===== src/rtl/pipeline_pkg.sv =====
// Shared pipeline sequencing types: MUL/DIV FSM states, NOP encoding and register-match helper.
package pipeline_pkg;

  typedef enum logic [1:0] {
    IDLE    = 2'd0,
    MD_BUSY = 2'd1,
    MD_DONE = 2'd2
  } md_state_e;

  localparam logic [31:0] NOP_INSN = 32'h00000013;

  function automatic logic reg_hit(logic use_rs, logic [4:0] rs, logic [4:0] rd);
    return use_rs && (rs == rd);
  endfunction

endpackage


===== src/rtl/sat_counter.sv =====
// Saturating up-counter with synchronous clear; holds at all-ones.
// One-cycle update latency, no backpressure.
module sat_counter #(
  parameter int CNT_W = 16
) (
  input  logic             clk_i,
  input  logic             clear_i,
  input  logic             inc_i,
  output logic [CNT_W-1:0] cnt_o
);

  logic [CNT_W-1:0] cnt_q;
  logic [CNT_W-1:0] cnt_d;

  always_comb begin
    cnt_d = cnt_q;
    if (clear_i) begin
      cnt_d = '0;
    end else if (inc_i && (cnt_q != '1)) begin
      cnt_d = cnt_q + CNT_W'(1);
    end
  end

  always_ff @(posedge clk_i) begin
    cnt_q <= cnt_d;
  end

  assign cnt_o = cnt_q;

endmodule


===== src/rtl/hazard_stall_controller.sv =====
// Pipeline stall/flush sequencing for load-use, taken branch and multi-cycle MUL/DIV hazards.
// Control outputs are zero-latency combinational; the MUL/DIV freeze holds the front end until done or timeout.
module hazard_stall_controller
  import pipeline_pkg::*;
#(
  parameter int MD_TIMEOUT = 64,
  parameter int CNT_W      = 16
) (
  input  logic             clk,
  input  logic             rst_n,
  input  logic [4:0]       rs1_ID,
  input  logic [4:0]       rs2_ID,
  input  logic             use_rs1_ID,
  input  logic             use_rs2_ID,
  input  logic [4:0]       rd_EX,
  input  logic             MemRead_EX,
  input  logic             branch_taken_EX,
  input  logic             muldiv_EX,
  input  logic             md_done,
  output logic             PC_write,
  output logic             IF_ID_write,
  output logic             IF_ID_flush,
  output logic             ID_EX_write,
  output logic             ID_EX_flush,
  output logic             EX_MEM_bubble,
  output logic             md_start,
  output logic             md_error,
  output logic [CNT_W-1:0] stall_cnt,
  output logic [CNT_W-1:0] flush_cnt
);

  localparam int TMR_W = (MD_TIMEOUT > 1) ? $clog2(MD_TIMEOUT) : 1;
  localparam logic [TMR_W-1:0] TMR_LAST = TMR_W'(MD_TIMEOUT - 1);

  md_state_e        state_q, state_d;
  logic [TMR_W-1:0] timer_q, timer_d;
  logic             md_error_q, md_error_d;
  logic             load_use;
  logic             flush_inc;
  logic             stall_inc;

  always_comb begin
    PC_write      = 1'b1;
    IF_ID_write   = 1'b1;
    IF_ID_flush   = 1'b0;
    ID_EX_write   = 1'b1;
    ID_EX_flush   = 1'b0;
    EX_MEM_bubble = 1'b0;
    md_start      = 1'b0;
    flush_inc     = 1'b0;
    state_d       = state_q;
    timer_d       = timer_q;
    md_error_d    = md_error_q;

    load_use = MemRead_EX && (rd_EX != 5'd0) &&
               (reg_hit(use_rs1_ID, rs1_ID, rd_EX) || reg_hit(use_rs2_ID, rs2_ID, rd_EX));

    case (state_q)
      IDLE: begin
        timer_d = '0;
        if (muldiv_EX) begin
          md_start      = 1'b1;
          PC_write      = 1'b0;
          IF_ID_write   = 1'b0;
          ID_EX_write   = 1'b0;
          EX_MEM_bubble = 1'b1;
          state_d       = MD_BUSY;
        end else if (branch_taken_EX) begin
          IF_ID_flush = 1'b1;
          ID_EX_flush = 1'b1;
          flush_inc   = 1'b1;
        end else if (load_use) begin
          PC_write    = 1'b0;
          IF_ID_write = 1'b0;
          ID_EX_flush = 1'b1;
        end
      end
      MD_BUSY: begin
        PC_write      = 1'b0;
        IF_ID_write   = 1'b0;
        ID_EX_write   = 1'b0;
        EX_MEM_bubble = 1'b1;
        timer_d       = timer_q + TMR_W'(1);
        if (md_done) begin
          state_d = MD_DONE;
        end else if (timer_q == TMR_LAST) begin
          // Give up on the unit so the core keeps running; the error stays visible until reset.
          md_error_d = 1'b1;
          state_d    = MD_DONE;
        end
      end
      MD_DONE: begin
        state_d = IDLE;
        if (load_use) begin
          PC_write    = 1'b0;
          IF_ID_write = 1'b0;
          ID_EX_flush = 1'b1;
        end
      end
      default: state_d = IDLE;
    endcase

    if (!rst_n) begin
      PC_write      = 1'b0;
      IF_ID_write   = 1'b0;
      IF_ID_flush   = 1'b1;
      ID_EX_write   = 1'b0;
      ID_EX_flush   = 1'b1;
      EX_MEM_bubble = 1'b1;
      md_start      = 1'b0;
      flush_inc     = 1'b0;
    end
  end

  assign stall_inc = rst_n && !PC_write;

  always_ff @(posedge clk) begin
    if (!rst_n) begin
      state_q    <= IDLE;
      timer_q    <= '0;
      md_error_q <= 1'b0;
    end else begin
      state_q    <= state_d;
      timer_q    <= timer_d;
      md_error_q <= md_error_d;
    end
  end

  assign md_error = md_error_q;

  sat_counter #(.CNT_W(CNT_W)) u_stall_cnt (
    .clk_i   (clk),
    .clear_i (!rst_n),
    .inc_i   (stall_inc),
    .cnt_o   (stall_cnt)
  );

  sat_counter #(.CNT_W(CNT_W)) u_flush_cnt (
    .clk_i   (clk),
    .clear_i (!rst_n),
    .inc_i   (flush_inc),
    .cnt_o   (flush_cnt)
  );

endmodule


===== config.mk =====
export PLATFORM = sky130hd
export DESIGN_NAME = hazard_stall_controller
export DESIGN_NICKNAME = d
export VERILOG_FILES = /design/src/rtl/pipeline_pkg.sv /design/src/rtl/sat_counter.sv /design/src/rtl/hazard_stall_controller.sv
export SDC_FILE = /design/constraint.sdc
export NUM_CORES = 1
export LEC_CHECK = 0
export ABC_AREA = 1
export BUFFER_PORTS_ARGS = -buffer_cell sky130_fd_sc_hd__buf_2
export CORE_MARGIN = 2
export CORE_UTILIZATION = 53
export CTS_CLUSTER_DIAMETER = 40
export DETAILED_ROUTE_END_ITERATION = 6
export PLACE_DENSITY_LB_ADDON = 0.08
export SLEW_MARGIN = 15
export SYNTH_ARGS = -nofsm -noshare
export SYNTH_HDL_FRONTEND = slang
export SYNTH_SLANG_ARGS = --single-unit
export TNS_END_PERCENT = 20

===== constraint.sdc =====
create_clock -name clk -period 2.35 [get_ports clk]
set_input_delay 0.3525 -clock clk [delete_from_list [all_inputs] [get_ports clk]]
set_output_delay 0.3525 -clock clk [all_outputs]
set_load 0.005 [all_outputs]

==> results list, run 1 <==
- The number of hold buffers added after CTS was 0.
- Yosys attributes the largest share of cell area to sky130_fd_sc_hd__dfxtp_1 (33%), sky130_fd_sc_hd__nand2_1 (14%), sky130_fd_sc_hd__a21oi_1 (7.3%).
- Summed over all cells, the static leakage comes to 1.25 nW.
- Summing internal, switching and leakage power gives ~1.3 mW.
- Final net count: 462
* Synthesis Warnings: 0
- In this run the worst path has a maximum fanout of 11.
* Ant diodes: 0
- TritonCTS built the clock tree.
- Switching share of total power: 0.275
* Area Growth Syn to Fin: 18.4%
* Most frequent cell after synthesis: sky130_fd_sc_hd__nand2_1
- The final hold violation count is 0.
* Post-detail-place hpwl: 4330 microns
- Detail Route Antenna Nets: 0
- H-tree depth: 2
* CTS buffer count: 5
- Dividing the synthesized area by the synthesized cell count gives 6.64 sq um.
* GR Util met2: 0.389
* Buf+Inv Stages, Crit Path: 4
- The worst path in the final design needs a cycle of 1.90 ns, including I/O delays and setup.
- Number of max-slew violations in the final report: 0
- In the global route stage, met3 resource usage came out at 0.0514.
* Worst vdd ir: 0.409 mV
- Share of synthesized flip-flops with an asynchronous set or reset: 0
* Slew at the pin with the worst max-slew slack: 0.567 ns
- Counting flops with a built-in enable in the synthesized netlist gives 0.
- Worst min path class: in -> reg
- Cells resized by post-CTS repair: 0
* Total of max-cap violations: 0
- In this design, the stage delay of the slowest critical-path cell is 0.23 ns.
- The first routing iteration left 143 violations.
- Vert. Die Dim: ~72 microns
* Weighted congestion at the end of routability-driven global placement: 0.871
* Power density of the placed cells: 462 nW/um^2
* Cell type with the highest aggregate area in the netlist: sky130_fd_sc_hd__dfxtp_1
- The critical path is of the in -> out type.
* CTS root buf: sky130_fd_sc_hd__clkbuf_8
- Netlist cell types: 34
- Layout Utilization: 0.659
* Total via count after detailed routing: 2565
- The first detailed-routing pass ran for 4 iterations.
- The share of synthesized area in the top cell type comes to 0.334.
- Worst path required time: approximately 2.0 ns
- Worst skew pair latency: 0.30 ns
- After clock tree synthesis, the clock-pin slew on the worst setup and hold paths is 0.08 ns.
* Largest net degree at the start of global routing: 30
- Combinational group share of total power: 0.123
- After synthesis the netlist holds a flip-flop and latch count of 41.
- The mapped netlist covers between 2000 and 2500 sq um.
- Dividing the detail-routed wire length by the instance count gives 11.8 microns.
- Wire length of the first global-routing pass: 10100 microns
- The floorplan has 24 rows.
* Portion of total power attributed to the clock network: 0.348
* Ranking of synthesized cells by instance count: sky130_fd_sc_hd__nand2_1 (91), sky130_fd_sc_hd__inv_1 (46), sky130_fd_sc_hd__dfxtp_1 (41), sky130_fd_sc_hd__a21oi_1 (36), sky130_fd_sc_hd__nor2_1 (31)
- Cells traversed along the worst timing path: buf_2 > inv_1 > nand4_1 > o21ai_0 > inv_1 > nand3_1 > nand2_2 > a21oi_1 > buf_2
- Antenna violations before repair: 0
- Fraction of final layout cells with drive strength greater than 1: 0.213
- Ratio of routed vias to standard cells: 5.25
- The most used flip-flop cell after synthesis is sky130_fd_sc_hd__dfxtp_1.
* Number of buffers inserted by post-CTS setup repair: 0
* Global routing met1 resource utilization: 0.308
- Synthesis produced a netlist whose cell count is 370.
* Via count of the first global-routing pass: about 2400
- Number of remaining DRC errors: 0
- Of the available clock period, the critical path in the final layout requires 0.809.
- Register share of total power: 0.530
- STA classifies the critical path startpoint as a primary input.
* Internal cell power: 975 uW
* Total congestion overflow: 0
* Peak clock frequency supported by timing: approximately 530 MHz
- In this design, the largest share of critical-path delay is due to buffers and inverters.
* Effective utilization at floorplan: 0.557
- No sink is reached through more buffers than the 2 on the longest clock path.
- Total wirelength of the detailed-routed design: approximately 5800 microns
- Counting every net in the synthesized netlist gives slightly below 400.
- Final setup violation count: 0
- Setup repair after global routing left no endpoint under its margin.
- STA classifies the critical path endpoint as an output port.
* Die ar.: between 5000 and 6000 sq um
* Filler cell count in the final layout: 427
- Post-synthesis sequential area ratio: 0.334
* Cell depth of the worst hold path: 4
* Outcome: complete, no violations
- 63 I/O pins were placed.
* Placeable core region: 4410 sq um
* Net load switching power: roughly 370 uW
- Busiest metal layer after global routing: met2
- Worst path arrival time: 1.55 ns
* Worst clock skew: 0.00435 ns
- Counting every sink on the clock net gives 41.
* Width of the chip: 72.1 microns
- For the final routed database, the setup TNS stands at 0 ns.
- Measured against its own limit, the worst slew margin works out to 0.619.
- Worst path slowest cell: sky130_fd_sc_hd__a21oi_1
* Reg2reg path depth: 6
- WP depth: 9
- Input and output buffers added on the ports amount to 62.
- Total routing resource utilization after global routing: 0.238
[final cells by class]
cell class / instances / area, sq um / area share
clock buffer: 6 / 72.6 / 0.0249
clock inverter: 2 / 15.0 / 0.00516
inverter: 49 / 185 / 0.0637
multi-input combinational: 271 / 1400 / 0.480
sequential: 41 / 821 / 0.282
tap: 52 / 65.1 / 0.0224
timing repair buffer: 68 / 355 / 0.122
[final timing paths]
kind                                          start                                 end  slack [ns]
setup / recovery                           rd_EX[3]                            PC_write        0.45
hold / removal                              md_done             state_q[0]$_SDFFE_PN0P_        0.35
setup reg to reg  u_flush_cnt.cnt_o[0]$_SDFFE_PN0P_  u_flush_cnt.cnt_o[12]$_SDFFE_PN0P_        0.53
hold reg to reg               md_error$_SDFFE_PN0P_               md_error$_SDFFE_PN0P_        0.47
[worst register-to-register path, stage by stage, from the launching register on]
cell	delay (ns)
sky130_fd_sc_hd__dfxtp_1	0.41
sky130_fd_sc_hd__ha_1	0.22
sky130_fd_sc_hd__inv_1	0.08
sky130_fd_sc_hd__nor4_1	0.49
sky130_fd_sc_hd__nand3b_1	0.22
sky130_fd_sc_hd__o31ai_1	0.24
sky130_fd_sc_hd__nor2_1	0.06
[layout by cell type (no fill, tap or decap), types with 2 or more instances in the layout]
cell type / count
sky130_fd_sc_hd__nor2_4: 2
sky130_fd_sc_hd__buf_2: 62
sky130_fd_sc_hd__xnor2_1: 6
sky130_fd_sc_hd__inv_2: 2
sky130_fd_sc_hd__inv_1: 46
sky130_fd_sc_hd__buf_4: 6
sky130_fd_sc_hd__nand2_2: 4
sky130_fd_sc_hd__nand3_1: 20
sky130_fd_sc_hd__nor4_1: 3
sky130_fd_sc_hd__clkbuf_8: 5
sky130_fd_sc_hd__ha_1: 3
sky130_fd_sc_hd__nand3b_1: 3
sky130_fd_sc_hd__nor2_2: 4
sky130_fd_sc_hd__xor2_1: 10
sky130_fd_sc_hd__clkinvlp_4: 2
sky130_fd_sc_hd__nor3_1: 16
sky130_fd_sc_hd__nor3b_1: 2
sky130_fd_sc_hd__nand4_1: 21
sky130_fd_sc_hd__o21ai_0: 8
sky130_fd_sc_hd__a211oi_1: 2
sky130_fd_sc_hd__a21oi_1: 36
sky130_fd_sc_hd__nand2_1: 91
sky130_fd_sc_hd__dfxtp_1: 41
sky130_fd_sc_hd__nor2_1: 31
[sequential cells by signal, summed over array words and instances, names as in the netlist]
name / count
state_q: 2
u_stall_cnt.cnt_o: 16
md_error: 1
timer_q: 6
u_flush_cnt.cnt_o: 16
[through the flow]
stage | hold slack [ns] | setup slack (ns) | cells | area [sq um]
after floorplan | 0.460 | 0.546 | 370 | 2460
after global placement | 0.442 | 0.466 | 481 | 2820
after detailed placement | 0.459 | 0.456 | 481 | 2820
after CTS | 0.334 | 0.447 | 489 | 2910
after global routing | 0.386 | 0.318 | 489 | 2910
final | 0.345 | 0.450 | 489 | 2910
[power by group through the flow]
stage          logic [mW]  clock network [mW]  registers, mW
3_5_place_dp        0.165                   0          0.729
3_3_place_gp        0.162                   0          0.729
5_1_grt             0.191               0.510          0.714
4_1_cts             0.166               0.482          0.712
2_1_floorplan       0.106                   0          0.728
6_report            0.165               0.467          0.712
[cell families (layout without fill, tap and decap cells)]
group           after synthesis  after routing  share of synthesized area
buf+inv                      58            125                     0.0983
simple gates                202            202                      0.388
fa+ha+maj                     3              3                     0.0153
xor+xnor                     16             16                     0.0570
compound gates               50             50                      0.107
flops                        41             41                      0.334
[layer usage]
metal  part of all wire  vias up
met1               0.48     1151
met3              0.053        4
met5                  0        -
met4             0.0080        0
li1                   -     1344
met2               0.46       66
No activity file was read; power rests on OpenSTA's default activity.
==> inputs of run 2 (changes only) <==
CORE_UTILIZATION = 48   (was 53)
clock period = 1.55 ns   (was 2.35 ns; I/O delays follow)
==> run 2 against run 1 <==
Compared with the run above: clock power grew 44%; power grew 56%; sequential cell count is the same; critical endpoint is now u_stall_cnt.cnt_o[0]$_SDFFE_PN0P_; via count grew 5.1%; highest routed layer unchanged; sequential power grew 52%; the run now ends with negative setup slack left; critical path type is now reg -> reg; count of clock-buffer cells in the layout is the same; critical path depth is the same; first-iteration DRC count shrank 7.7%; register-to-register slack lost 0.58 ns; largest power group unchanged.
==> results list, run 2 (synthesis gave the netlist of run 1 again) <==
- WL per Instance: 11.3 microns (-4.1%)
- The final clock skew is 0.00432 ns (-0.0000320 ns).
- Clock tree synthesis selected as its root buffer the cell sky130_fd_sc_hd__clkbuf_8.
- Number of remaining DRC errors: 0 (unchanged)
* Fraction of the cycle the final worst path needs: 1.03
* Failing checks: negative setup slack
- Count of endpoints failing hold in the final timing report: 0 (unchanged)
- The minimum setup slack in the final design is -0.0528 ns (-0.503 ns).
- The detailed-route vias per instance was 4.93 (-6.1%).
- CTS buffer count: 5 (unchanged)
- The number of pins with negative max-slew slack in the final report was 0 (unchanged).
- Num ports: 63 (unchanged)
* Via count of the first global-routing pass: 2376 (-0.63%)
* Commonest non-fill, non-tap cell in the layout: sky130_fd_sc_hd__nand2_1
* RSZ-0062 raised after global routing: true
- Worst hold slack after final layout: 0.240 ns (-0.105 ns)
- The largest net degree at the start of global routing is 19 (-37%).
* Relative slew slack: 0.818 (+0.199)
- The worst setup path is launched from a flop.
- Clock transition at the registers of the reported paths: 0.08 ns (about the same)
- The overall routing resource usage is 0.220 (-0.0184).
- Buf+Inv Stages, Crit Path: 2 (-2)
- The final net count was 502 (+8.7%).
- The total power is 2.10 mW (+56%).
* 1st-pass router iterations: 4 (unchanged)
- Peak clock frequency supported by timing: 624 MHz
- Leaving out fill and tap cells, the most frequent cells in the layout are sky130_fd_sc_hd__nand2_1 (85), sky130_fd_sc_hd__buf_2 (61), sky130_fd_sc_hd__buf_4 (42).
- Number of placed instances, taps included: 533 (+11%)
- Worst Min Path Start: md_done
- Total via count after detailed routing: 2695 (+5.1%)
* Final setup violation count: 15 (+15)
- Worst path arrival time: 1.82 ns (+0.27 ns)
* Worst path required time: 1.77 ns (-0.23 ns)
- Worst min path class: in -> reg
* Total of max-cap violations: 0 (unchanged)
* Outcome: finished with violations
- The sequential cell area in the final layout was 832 sq um (+1.4%).
- The critical path is of the reg -> reg type.
- Placeable core region: 5010 sq um (+13%)
- Critical Path End Type: flop
- The count of standard-cell rows is 26 (+8.3%).
- Clock Path Buffers: 2 (unchanged)
- CP max stage delay: 0.34 ns (+0.11 ns)
* FF-to-FF Start: u_stall_cnt.cnt_o[1]$_SDFFE_PN0P_
- The initial antenna violation count came to 0 (unchanged).
- The fraction of layout cells with a size suffix above 1 came to 0.348 (+0.135).
- Counting I/O delays and the setup requirement, the final critical path takes 1.60 ns.
* Pleak: 1.48 nW (+18%)
- The H-tree level count was 2 (unchanged).
* Worst vdd ir: 0.425 mV (+4.0%)
- Cells traversed along the worst timing path: ha_4 > nand3_2 > inv_2 > nand4_1 > nor2_2 > a21oi_4 > buf_6 > nand4_1 > a21oi_2
* Effective utilization at floorplan: 0.491 (-0.0662)
- Layout Utilization: 0.677 (+0.0178)
* Area of the multi-input gates: 1540 sq um (+10%)
* Maximum fanout encountered on the critical timing path: 9 (-2)
- For this design, the slowest cell found on the critical path is sky130_fd_sc_hd__dfxtp_2.
- The clock latency on the worst-skew pair came to 0.28 ns (-0.02 ns).
* Power density of the placed cells: 619 nW/um^2 (+34%)
* Filler cell count in the final layout: 477 (+12%)
- The horizontal extent of the die is 75.6 microns (+4.8%).
- The overall die area was 5710 sq um (+9.8%).
- Detail Route Antenna Nets: 0 (unchanged)
- The overflow left after global routing came to 0 (unchanged).
- The cell family contributing the most delay on the critical path is simple AND/OR/NAND/NOR gates.
* Weighted congestion at the end of routability-driven global placement: 0.898 (+3.1%)
- Tracing the worst setup path back leads to its startpoint at u_stall_cnt.cnt_o[1]$_SDFFE_PN0P_.
- TritonCTS built the clock tree.
* Vert. Die Dim: 75.6 microns (+4.8%)
- The final wirelength was 6170 microns (+7.3%).
- From synthesis to final layout, the design area changed by 38.0%.
- Post-cts hold buffer count: 0 (unchanged)
- Number of clock sinks: 41 (unchanged)
* Ant diodes: 0 (unchanged)
- Starting DRT DRC Count: 132 (-7.7%)
* Post-route non-filler standard cell count: 547 (+12%)
- Slew at the pin with the worst max-slew slack: 0.271 ns (-0.296 ns)
* Wire length of the first global-routing pass: 9910 microns (-1.6%)
* Number of port buffers: 62 (unchanged)
* Most used cell, CP: sky130_fd_sc_hd__nand4_1
* Post-detail-place hpwl: 4630 microns (+7.0%)
run 2: metal layers:
layer | vias up | wire length [microns] | track usage
li1 | 1429 | - | -
met1 | 1201 | 2870 | 0.279
met2 | 61 | 3020 | 0.372
met3 | 4 | 241 | 0.0476
met4 | 0 | 44 | 0.0702
met5 | - | 0 | 0
run 2: tightest hold or removal path, cell delays in order:
cell,delay (ns)
sky130_fd_sc_hd__buf_2,0.08
sky130_fd_sc_hd__nor2_1,0.05
sky130_fd_sc_hd__nand2_1,0.05
sky130_fd_sc_hd__a21oi_1,0.06
run 2: final timing paths:
path,depth (start not counted),endpoint,slack [ns]
setup / recovery,9,u_stall_cnt.cnt_o[0]$_SDFFE_PN0P_,-0.05
hold / removal,4,state_q[0]$_SDFFE_PN0P_,0.24
setup reg to reg,9,u_stall_cnt.cnt_o[0]$_SDFFE_PN0P_,-0.05
hold reg to reg,2,md_error$_SDFFE_PN0P_,0.47
run 2: cell type report:
type | instances | area share
clock buffer | 6 | 0.0214
clock inverter | 2 | 0.00295
inverter | 49 | 0.0550
multi-input combinational | 272 | 0.453
sequential | 41 | 0.245
tap | 70 | 0.0258
timing repair buffer | 107 | 0.196
run 2: power breakdown:
group | total [mW] | switching (mW) | internal (mW)
clock | 0.673 | 0.360 | 0.312
combinational | 0.347 | 0.196 | 0.151
sequential | 1.08 | 0.0108 | 1.07
run 2: metrics by stage:
| step | setup WS [ns] | setup TNS (ns) | cell area [sq um] |
|---|---|---|---|
| 5_1_grt | -0.117 | -2.06 | 3390 |
| 4_1_cts | -0.0118 | -0.0255 | 3240 |
| 6_report | -0.0528 | -0.401 | 3390 |
| 3_5_place_dp | -0.145 | -1.09 | 3120 |
| 2_1_floorplan | -0.0137 | -0.0137 | 2480 |
| 3_3_place_gp | -0.147 | -0.583 | 3120 |
run 2: what timing repair did:
item                       CTS  global route
setup endpoints to repair   26            32
setup buffers                1             4
pin swaps                    5            23
cloned                       0             1
hold endpoints to repair     0             0
resized for setup           10            35
